--- src/rtl/jpeg_byte_unstuffer.sv ---
// jpeg_byte_unstuffer
// Splits packed 32-bit JPEG entropy-stream words into bytes, removes 0xFF00
// byte stuffing and 0xFF fill bytes, and flags the code byte that follows an
// 0xFF as a marker. One byte is consumed per clock whenever the output
// register is free. The SAW_FF state carries across word boundaries.
module jpeg_byte_unstuffer #(
    parameter bit MSB_FIRST = 1'b1
) (
    input  logic        clock,
    input  logic        reset,
    input  logic [31:0] in_data,
    input  logic        in_valid,
    output logic        upstream_stall,
    output logic [7:0]  out_byte,
    output logic        out_marker,
    output logic        out_valid,
    input  logic        downstream_stall
);

    typedef enum logic {
        NORMAL = 1'b0,
        SAW_FF = 1'b1
    } state_e;

    // Word buffer and read pointer
    logic [31:0] word_q, word_d;
    logic [1:0]  idx_q, idx_d;
    logic        buf_valid_q, buf_valid_d;

    // Unstuffing state
    state_e      state_q, state_d;

    // Output register
    logic [7:0]  out_byte_q, out_byte_d;
    logic        out_marker_q, out_marker_d;
    logic        out_valid_q, out_valid_d;

    // Handshake terms
    logic        advance;
    logic        consume;
    logic        last_byte;
    logic        accept;

    // Current byte and its decode
    logic [1:0]  lane;
    logic [7:0]  cur_byte;
    logic        emit;
    logic [7:0]  emit_byte;
    logic        emit_marker;
    state_e      state_after;

    // Output register is free, or its contents are being taken this cycle
    always_comb begin
        advance        = !out_valid_q || !downstream_stall;
        consume        = buf_valid_q && advance;
        last_byte      = (idx_q == 2'd3);
        // Accept a new word on the same edge that the last buffered byte
        // is consumed, so consecutive words stream without a bubble.
        upstream_stall = buf_valid_q && !(advance && last_byte);
        accept         = in_valid && !upstream_stall;
    end

    // Map the byte index onto a physical byte lane of the buffered word
    always_comb begin
        lane = (MSB_FIRST != 1'b0) ? (2'd3 - idx_q) : idx_q;
        unique case (lane)
            2'd0:    cur_byte = word_q[7:0];
            2'd1:    cur_byte = word_q[15:8];
            2'd2:    cur_byte = word_q[23:16];
            default: cur_byte = word_q[31:24];
        endcase
    end

    // Unstuffing decode of the current byte given the FSM state
    always_comb begin
        emit        = 1'b0;
        emit_byte   = cur_byte;
        emit_marker = 1'b0;
        state_after = state_q;
        unique case (state_q)
            NORMAL: begin
                if (cur_byte == 8'hFF) begin
                    state_after = SAW_FF;
                end else begin
                    emit = 1'b1;
                end
            end
            SAW_FF: begin
                if (cur_byte == 8'h00) begin
                    // Stuffed pair 0xFF 0x00 stands for a literal 0xFF
                    emit        = 1'b1;
                    emit_byte   = 8'hFF;
                    state_after = NORMAL;
                end else if (cur_byte == 8'hFF) begin
                    // Fill byte: stay waiting for the marker code
                    state_after = SAW_FF;
                end else begin
                    emit        = 1'b1;
                    emit_marker = 1'b1;
                    state_after = NORMAL;
                end
            end
            default: begin
                state_after = NORMAL;
            end
        endcase
    end

    // Next-state for buffer, pointer, FSM and output register
    always_comb begin
        word_d       = word_q;
        idx_d        = idx_q;
        buf_valid_d  = buf_valid_q;
        state_d      = state_q;
        out_byte_d   = out_byte_q;
        out_marker_d = out_marker_q;
        out_valid_d  = out_valid_q;

        if (consume) begin
            state_d = state_after;
            if (last_byte) begin
                buf_valid_d = 1'b0;
            end else begin
                idx_d = idx_q + 2'd1;
            end
        end

        // A capture overrides the end-of-word clear on the same edge
        if (accept) begin
            word_d      = in_data;
            idx_d       = 2'd0;
            buf_valid_d = 1'b1;
        end

        if (advance) begin
            out_valid_d = consume && emit;
            if (consume && emit) begin
                out_byte_d   = emit_byte;
                out_marker_d = emit_marker;
            end
        end
    end

    // State and registered outputs
    always_ff @(posedge clock) begin
        if (reset) begin
            word_q       <= '0;
            idx_q        <= '0;
            buf_valid_q  <= 1'b0;
            state_q      <= NORMAL;
            out_byte_q   <= '0;
            out_marker_q <= 1'b0;
            out_valid_q  <= 1'b0;
        end else begin
            word_q       <= word_d;
            idx_q        <= idx_d;
            buf_valid_q  <= buf_valid_d;
            state_q      <= state_d;
            out_byte_q   <= out_byte_d;
            out_marker_q <= out_marker_d;
            out_valid_q  <= out_valid_d;
        end
    end

    assign out_byte   = out_byte_q;
    assign out_marker = out_marker_q;
    assign out_valid  = out_valid_q;

endmodule
--- config.mk ---
export PLATFORM = sky130hd
export DESIGN_NAME = jpeg_byte_unstuffer
export DESIGN_NICKNAME = d
export VERILOG_FILES = /design/src/rtl/jpeg_byte_unstuffer.sv
export SDC_FILE = /design/constraint.sdc
export NUM_CORES = 1
export LEC_CHECK = 0
export ABC_CLOCK_PERIOD_IN_PS = 1900
export CAP_MARGIN = 5
export CORE_MARGIN = 3
export CORE_UTILIZATION = 29
export DETAILED_ROUTE_END_ITERATION = 16
export SETUP_SLACK_MARGIN = 0.05
export SLEW_MARGIN = 10
export SYNTH_ARGS = -nofsm -noshare
export SYNTH_HDL_FRONTEND = slang
export SYNTH_SLANG_ARGS = --single-unit
export TNS_END_PERCENT = 10
--- constraint.sdc ---
create_clock -name clock -period 1.9 [get_ports clock]
set_input_delay 0.19 -clock clock [delete_from_list [all_inputs] [get_ports clock]]
set_output_delay 0.19 -clock clock [all_outputs]
set_load 0.01 [all_outputs]
==> run metrics, run 1 <==
Clk Latency, worst-skew pair=0.30 ns; Initial Utilization=30.1%; Final setup violation count=8; Core ar.=0.00687 mm^2; area delta synth->final=52.3%; DR vias=roughly 1900; Critical Path Start=idx_q[0]; worst IR drop on VDD=between 0.2 and 0.3 mV; Iteration-0 DRC Markers=96; most common cell in the synthesized netlist=nand2_1; maxcap violations=0; Reg-to-Reg End=out_byte[1]; PD cells=714 mW/mm^2; fin crit share=103%; num rows=30; final hold viol count=0; register-to-register setup slack=-0.05 ns; synthesized area per cell=approximately 8 um^2; R2R depth=9; port bufs=46; failing checks=negative setup slack; clock sinks=46; post-synthesis adder-cell area fraction=2.42%; Pins Over Slew Limit=0; pin count of the biggest net entering global routing=35; worst path required time=2.11 ns; startpoint types=flip-flop; Worst Path Max Fanout=6; Synth cell types=31; final WL=5.41 mm; Mapped Cells=approximately 250; final instance area=0.00315 mm^2; Synth area leaders=dfxtp_1 (45%), nand2_1 (12%), a21oi_1 (11%), a221oi_1 (3.0%), a22oi_1 (2.9%); RSZ-0062 raised after global routing=yes; CTS tree=built; Seq/Total Area, Yosys=around 45%; mux cell area share after synthesis=less than 1%; post-route setup TNS=-0.182 ns; worst-margin pin slew=roughly 0.28 ns; Synth top area share=44.5%; GR Overflow Total=0; Worst Hold Launch=in_data[16]; mapped cell area=between 0.002 and 0.0025 mm^2; FF+latch count, synth=46; met3 wire len=209 um; Top Metal Used=met4; ys async rst share=0%; global-route wire length before repair=9.46 mm; share of cells above drive strength 1=between 20% and 30%; Synth Area in XOR/XNOR=0.423%; status=complete, but fails checks; placed cell areas=0.00277 mm^2; CP Class=flip-flop to flip-flop; Synth Flop Type=dfxtp_1; leak pwr=approximately 1.2 nW; die width=90.5 um; cts bufs inserted=5; Fmax achieved=just over 500 MHz; post-layout power=2.25 mW; Post-synth EDFFs=0; residual DRC count=0; I/O Pins=47; Die H=a little over 90 um; fin nets=360; reg-to-reg startpoint=idx_q[0]; CTS root buffer=clkbuf_8; hold depth=3; Min-Delay Path Class=input port to flip-flop; Slew HR=81.4%; Final ANT Viol Nets=0; clk slew on worst S/H paths=0.08 ns; Fin Clk Skew=0.00449 ns; area share of and/or/nand/nor cells after synthesis=20.7%; Final WS setup=-0.0478 ns; antenna violations before repair=0; vias in the first global route=approximately 2000; hold_buf cts=0; drt via density=4.60; met1 wire length=between 2 and 3 mm; Final min period=1.95 ns; CTS H-tree lvls=2; DP HPWL=3.84 mm; Synth Area in Compound Gates=between 20% and 30%; drt pass-1 iters=4; die area=0.00818 mm^2; total track usage=14.1%; cell taking the most area after synthesis=dfxtp_1; Mapped Nets=294; CTS Buffer Depth=2; DR WL/cell=13.0 um; Final GP Congestion=0.800; Setup WS pre-CTS=-0.214 ns; CP endpoint kind=flip-flop; # diodes=0; CP endpoint=out_byte[1]; main combinational cell family by area after synthesis=compound AO/OA/AOI/OAI gates; top post-synthesis cells by count=nand2_1 (67), dfxtp_1 (46), a21oi_1 (44); Synth Warn #=0; met2 wire len=2.56 mm; CP Data Arrival Time=around 2.2 ns
[critical path: stages, from the launching register on]
cell and delay [ns]:
dfxtp_4 0.40, inv_4 0.06, ha_4 0.18, buf_6 0.12
a21oi_1 0.22, a21oi_4 0.11, nor4_4 0.22, buf_4 0.19
a31oi_4 0.11, a221oi_2 0.25
[metrics by stage]
step / hold slack, ns / utilization [%] / cells
6_report: 0.432 / 45.9 / 417
5_1_grt: 0.430 / 45.9 / 417
4_1_cts: 0.423 / 45.5 / 417
3_5_place_dp: 0.452 / 40.3 / 400
3_3_place_gp: 0.448 / 40.3 / 400
2_1_floorplan: 0.311 / - / 254
[layout by cell type (no fill, tap or decap), types with 3 or more instances in the layout]
cell type	synthesis	routed
a21oi_1	44	39
a21oi_4	0	3
nor2b_1	7	4
buf_4	1	22
inv_1	16	14
buf_12	0	3
nor2_1	8	8
clkdlybuf4s50_1	0	45
a221oi_2	1	6
dfxtp_1	46	44
a22oi_2	1	6
buf_6	2	4
nand2_1	67	67
a22oi_1	8	3
clkbuf_8	0	6
ha_4	0	4
nand4_1	4	4
a21oi_2	4	6
nand2b_1	3	3
[kinds of logic (layout without fill, tap and decap cells)]
group,after synthesis,count (layout)
flip-flops,46,46
buffers and inverters,33,100
multiplexers,2,2
AND/OR/NAND/NOR,96,96
AO/OA/AOI/OAI,72,72
adder cells (fa/ha/maj),4,4
XOR/XNOR,1,1
[per-layer routing]
layer / track usage (%) / vias to the layer above
met4: 4.21 / 0
met3: 3.08 / 6
li1: - / 992
met2: 23.7 / 38
met5: 0 / -
met1: 18.0 / 881
[state kept, by name, summed over array words and instances (netlist names)]
register     cells
idx_q            2
buf_valid_q      1
state_q          1
out_marker       1
out_valid        1
out_byte         8
word_q          32
[repair_timing]
item,4_1_cts,5_1_grt
setup endpoints to repair,44,12
buffers inserted,8,0
cloned,1,0
pin swaps,11,6
resized for setup,36,7
[worst min path at each step]
stage	slack (ns)	endpoint
after floorplan	0.31	buf_valid_q
after global placement	0.45	word_q[24]
after detailed placement	0.45	word_q[28]
after CTS	0.42	word_q[31]
after global routing	0.43	word_q[25]
final	0.43	word_q[16]
[report_power, final]
| part | switching, mW | internal [mW] |
|---|---|---|
| sequential | 0.0424 | 1.02 |
| combinational | 0.253 | 0.311 |
| clock | 0.329 | 0.293 |
[layout make-up]
cell class | count | area (um^2)
Clock inverter | 2 | 12.5
Inverter | 16 | 65.1
Tap cell | 96 | 120
Fill cell | 677 | 3720
Timing Repair Buffer | 76 | 758
Clock buffer | 6 | 82.6
Multi-Input combinational cell | 175 | 1180
Sequential cell | 46 | 928
Power figures use the tool's default switching activity.
==> inputs of run 2 (changes only) <==
CORE_UTILIZATION = 45   (was 29)
PLACE_DENSITY = 0.76   (was default)
==> run metrics, run 2 (synthesis results as in run 1) <==
status=complete, but fails checks; failing checks=negative setup slack; Die H=73.8 um (-18%); Fmax achieved=506 MHz (-1.5%); final instance area=0.00308 mm^2 (-2.3%); leak pwr=1.14 nW (-3.2%); cts bufs inserted=5 (unchanged); placed cell areas=0.00270 mm^2 (-2.4%); share of cells above drive strength 1=24.5% (+1.1 points); drt pass-1 iters=4 (unchanged); clock sinks=46 (unchanged); Storage cell area=928 um^2 (unchanged); Final GP Congestion=0.876 (+9.5%); CP Class=flip-flop to flip-flop; I/O Pins=47 (unchanged); Min-Delay Path Class=input port to flip-flop; Slew HR=73.1% (-8.2 points); port bufs=46 (unchanged); num rows=24 (-20%); residual DRC count=0 (unchanged); most frequent cells in the layout=nand2_1 (67), clkdlybuf4s50_1 (45), dfxtp_1 (44), a21oi_1 (37), buf_4 (26); area delta synth->final=48.9%; PD cells=721 mW/mm^2 (+0.99%); DR WL/cell=14.4 um (+11%); clk slew on worst S/H paths=0.08 ns (about the same); most common cell after layout, fill and taps aside=nand2_1; Final min period=1.98 ns (+0.0298 ns); maxcap violations=0 (unchanged); CP Data Arrival Time=2.21 ns (+0.05 ns); worst IR drop on VDD=0.538 mV (+110%); Initial Utilization=47.2% (+17 points); worst path required time=2.14 ns (+0.03 ns); max FFs per register=32 (unchanged); fin nets=362 (+0.56%); total track usage=20.6% (+6.5 points); Fin Clk Skew=0.00570 ns (+0.00121 ns); Worst Path Max Fanout=8 (+2); CTS tree=built; DR vias=2040 (+6.4%); CTS root buffer=clkbuf_8; Final ANT Viol Nets=0 (unchanged); drt via density=5.44 (+18%); Setup WS pre-CTS=-0.285 ns (-0.0707 ns); antenna violations before repair=0 (unchanged); die area=0.00545 mm^2 (-33%); startpoint types=flip-flop; Clk Latency, worst-skew pair=0.30 ns (about the same); hold_buf cts=0 (unchanged); vias in the first global route=2040 (+1.6%); final WL=5.40 mm (-0.30%); Final WS setup=-0.0776 ns (-0.0298 ns); DP HPWL=3.51 mm (-8.5%); multi-input logic area=0.00119 mm^2 (+0.74%); post-layout power=2.22 mW (-1.3%); fin crit share=104% (+1.6 points); Pins Over Slew Limit=0 (unchanged); worst-margin pin slew=0.402 ns (+0.122 ns); fillers=346 (-49%); Most flops, register=word_q; CTS Buffer Depth=2 (unchanged); Iteration-0 DRC Markers=117 (+22%); CTS H-tree lvls=2 (unchanged); Core ar.=0.00438 mm^2 (-36%); global-route wire length before repair=8.73 mm (-7.7%); RSZ-0062 raised after global routing=yes; final hold viol count=0 (unchanged); die width=73.8 um (-18%); Final setup violation count=9 (+1); CP endpoint kind=flip-flop; GR Overflow Total=0 (unchanged); pin count of the biggest net entering global routing=35 (unchanged); # diodes=0 (unchanged)
==> run 2: changes by cell type in the layout (fill, tap and decap cells not counted), moves of 2 or more <==
cell and change:
a21oi_1 -2, a21oi_2 +3, a221oi_1 -2, a221oi_2 +2
buf_4 +4, buf_6 -2, nor2b_4 -2
==> run 2: metal layers <==
| layer | GRT usage [%] | vias to the layer above | wire length [um] |
|---|---|---|---|
| met1 | 23.4 | 954 | 2270 |
| met4 | 8.25 | 0 | 110 |
| met2 | 36.8 | 71 | 2740 |
| met3 | 4.79 | 15 | 280 |
| li1 | - | 1000 | - |
| met5 | 0 | - | 0 |
==> run 2: worst max-delay path, cell delays in order, from the launching register on <==
cell and delay, ns:
dfxtp_4 0.40, inv_4 0.06, ha_4 0.19, buf_6 0.14
nor2b_1 0.14, a21oi_2 0.14, nand4_1 0.12, buf_4 0.18
or3_1 0.39, a21oi_2 0.15
==> run 2: worst paths after layout <==
path                             startpoint          end  slack (ns)  depth (start not counted)
worst min-delay path            in_data[31]   word_q[31]        0.43                          3
worst max-delay path               idx_q[0]      state_q       -0.08                          9
worst max register to register     idx_q[0]      state_q       -0.08                          9
worst min register to register  out_byte[1]  out_byte[1]        0.46                          2
==> run 2: layout make-up <==
class,instances,area share [%]
clock buffers,7,2.80
clock inverters,1,0.163
inverters,16,2.11
multi-input cells,176,38.7
flip-flops and latches,46,30.2
well taps,52,2.11
repair buffers,77,23.9
==> run 2: repair_timing <==
item | CTS | global route
setup endpoints to repair | 44 | 11
gates resized for setup | 31 | 10
cloned | 1 | 0
setup buffers | 11 | 2
endpoints found under the hold margin | 0 | 0
pin swaps | 11 | 8
==> run 2: stage by stage <==
stage | util, % | hold slack, ns | cells | setup TNS [ns]
2_1_floorplan | - | 0.311 | 254 | 0
3_3_place_gp | 61.6 | 0.443 | 353 | -1.43
3_5_place_dp | 61.6 | 0.452 | 353 | -2.92
4_1_cts | 68.6 | 0.426 | 373 | -0.0568
5_1_grt | 70.2 | 0.442 | 375 | -1.48
6_report | 70.2 | 0.429 | 375 | -0.377
==> run 2: where the power goes <==
group          internal [mW]  total, mW  switching (mW)  leakage [nW]
sequential              1.02       1.06          0.0395         0.379
combinational          0.295      0.550           0.255         0.712
clock                  0.294      0.610           0.316        0.0482
==> inputs of run 3 (changes only) <==
ABC_CLOCK_PERIOD_IN_PS = 2400   (was 1900)
CORE_UTILIZATION = 53   (was 45)
GPL_ROUTABILITY_DRIVEN = 0   (was default)
PLACE_DENSITY = 0.84   (was 0.76)
SETUP_SLACK_MARGIN = 0.02   (was 0.05)
clock period = 2.4 ns   (was 1.9 ns; I/O delays follow)
==> run metrics, run 3 (synthesis results as in run 1) <==
residual DRC count=0 (unchanged); Final min period=2.23 ns (+0.257 ns); Core ar.=0.00372 mm^2 (-15%); Die H=68.5 um (-7.2%); CTS tree=built; PD cells=612 mW/mm^2 (-15%); reg-to-reg startpoint=idx_q[0]; hold depth=2 (-1); antenna violations before repair=0 (unchanged); R2R depth=8 (-1); Fin Clk Skew=0.00660 ns (+0.000904 ns); # diodes=0 (unchanged); part of the power in registers=51.0% (+3.2 points); Worst Hold Launch=word_q[22]; Slew HR=65.6% (-7.6 points); pin count of the biggest net entering global routing=35 (unchanged); register-to-register setup slack=0.17 ns (+0.24 ns); buffers plus inverters on the worst setup path=2 (-1); area delta synth->final=29.9%; DR vias=1921 (-5.8%); Comb power frac=20.1% (-4.7 points); CP Class=flip-flop to flip-flop; worst IR drop on VDD=0.361 mV (-33%); die area=0.00469 mm^2 (-14%); CTS Buffer Depth=2 (unchanged); die width=68.5 um (-7.2%); CP max-delay cell=dfxtp_1; startpoint types=flip-flop; worst-margin pin slew=0.515 ns (+0.113 ns); Reg-to-Reg End=out_byte[5]; worst path required time=2.61 ns (+0.47 ns); CTS root buffer=clkbuf_8; max FFs per register=32 (unchanged); Worst Path Max Fanout=8 (unchanged); I/O Pins=47 (unchanged); GR Overflow Total=0 (unchanged); CP endpoint kind=flip-flop; clk slew on worst S/H paths=0.08 ns (about the same); total track usage=21.9% (+1.3 points); drt via density=5.55 (+2.1%); Hold Path Sink=word_q[22]; final WL=4.90 mm (-9.3%); global-route wire length before repair=7.53 mm (-14%); Min-Delay Path Class=flip-flop to flip-flop; Final ANT Viol Nets=0 (unchanged); Pins Over Slew Limit=0 (unchanged); num rows=22 (-8.3%); worst path cell trace=inv_1, ha_1, a21oi_2, a21oi_2, nor4_4, buf_4, nand4_1, a221oi_1; Initial Utilization=55.7% (+8.5 points); switching portion of total power=26.7% (-0.83 points); slowest stage delay, CP=0.43 ns (+0.03 ns); status=completed; share of cells above drive strength 1=10.1% (-14 points); Most flops, register=word_q; most common cell after layout, fill and taps aside=nand2_1; DR WL/cell=14.2 um (-1.7%); port bufs=46 (unchanged); clock sinks=46 (unchanged); most frequent cells in the layout=nand2_1 (67), dfxtp_1 (46), clkdlybuf4s50_1 (46), a21oi_1 (41), inv_1 (16); drt pass-1 iters=4 (unchanged); leak pwr=0.988 nW (-13%); P_sw=0.439 mW (-28%); WHS=0.461 ns (+0.0318 ns); CTS H-tree lvls=2 (unchanged); vias in the first global route=1641 (-20%); Iteration-0 DRC Markers=215 (+84%); post-route setup TNS=0 ns (+0.377 ns); CP Data Arrival Time=2.44 ns (+0.23 ns); Top Family by Delay on Critical Path=compound AO/OA/AOI/OAI gates; DP HPWL=3.43 mm (-2.5%); RSZ-0062 raised after global routing=no; cts bufs inserted=5 (unchanged); Int Pwr=1.21 mW (-25%); clock share of power=28.9% (+1.4 points); final hold viol count=0 (unchanged); fin nets=337 (-6.9%); Final setup violation count=0 (-9); maxcap violations=0 (unchanged); Fmax achieved=448 MHz (-11%); Clk Latency, worst-skew pair=0.30 ns (about the same); cell mode on critical path=a21oi_2; fillers=300 (-13%); fin crit share=93.1% (-11 points)
-- run 3: changes by cell type in the layout (fill, tap and decap cells not counted), moves of 4 or more --
cell and delta:
buf_4 -21, ha_4 -4, a221oi_1 +7, a221oi_2 -7
a21oi_1 +4, a22oi_2 -4, a22oi_1 +4
-- run 3: area by class of cell --
type | count | area (um^2) | share of cell area [%]
clock inverter | 1 | 5.00 | 0.186
timing repair buffer | 52 | 518 | 19.3
clock buffer | 7 | 86.3 | 3.21
sequential | 46 | 921 | 34.3
inverter | 16 | 60.1 | 2.24
multi-input combinational | 176 | 1040 | 38.6
tap | 48 | 60.1 | 2.24
-- run 3: timing repair --
| item | in CTS | in global routing |
|---|---|---|
| hold buffers | 0 | 0 |
| gates cloned | 0 | 1 |
| setup endpoints to repair | 1 | 10 |
| buffers inserted | 0 | 1 |
| resized for setup | 1 | 6 |
| pin swaps | 0 | 3 |
-- run 3: per-stage QoR --
stage                     worst slack (ns)  cells  util (%)  power, mW  area (um^2)
after floorplan                      0.503    254         -       1.04         2070
after global routing                0.0486    346      72.3       1.72         2690
after detailed placement             0.187    336      68.7       1.17         2550
after CTS                            0.151    344      71.1       1.63         2640
final                                0.165    346      72.3       1.64         2690
after global placement               0.251    336      68.7       1.16         2550
-- run 3: how the worst max path moves through the flow --
stage	from	endpoint	slack, ns	cells after the start
after global placement	downstream_stall	upstream_stall	0.25	4
after floorplan	idx_q[0]	out_byte[1]	0.50	8
after global routing	idx_q[0]	out_byte[7]	0.05	8
after CTS	idx_q[0]	upstream_stall	0.15	3
final	idx_q[0]	out_byte[5]	0.17	8
after detailed placement	idx_q[0]	out_byte[4]	0.19	7
-- run 3: power groups by stage --
stage                     Clock, mW  Combinational, mW  Sequential, mW
after detailed placement          0              0.311           0.855
final                         0.475              0.331           0.839
after global placement            0              0.303           0.854
after floorplan                   0              0.182           0.853
after CTS                     0.481              0.313           0.838
after global routing          0.514              0.364           0.842
-- run 3: tightest hold or removal path: stages (launching register included) --
cell and delay, ns:
dfxtp_1 0.32, nand2_1 0.05, a21oi_1 0.05
-- run 3: routing by layer --
metal,global-route usage [%],up-vias,routed length (um)
li1,-,947,-
met2,35.0,79,2390
met4,8.93,0,116
met5,0,-,0
met1,27.4,881,2130
met3,6.40,14,268
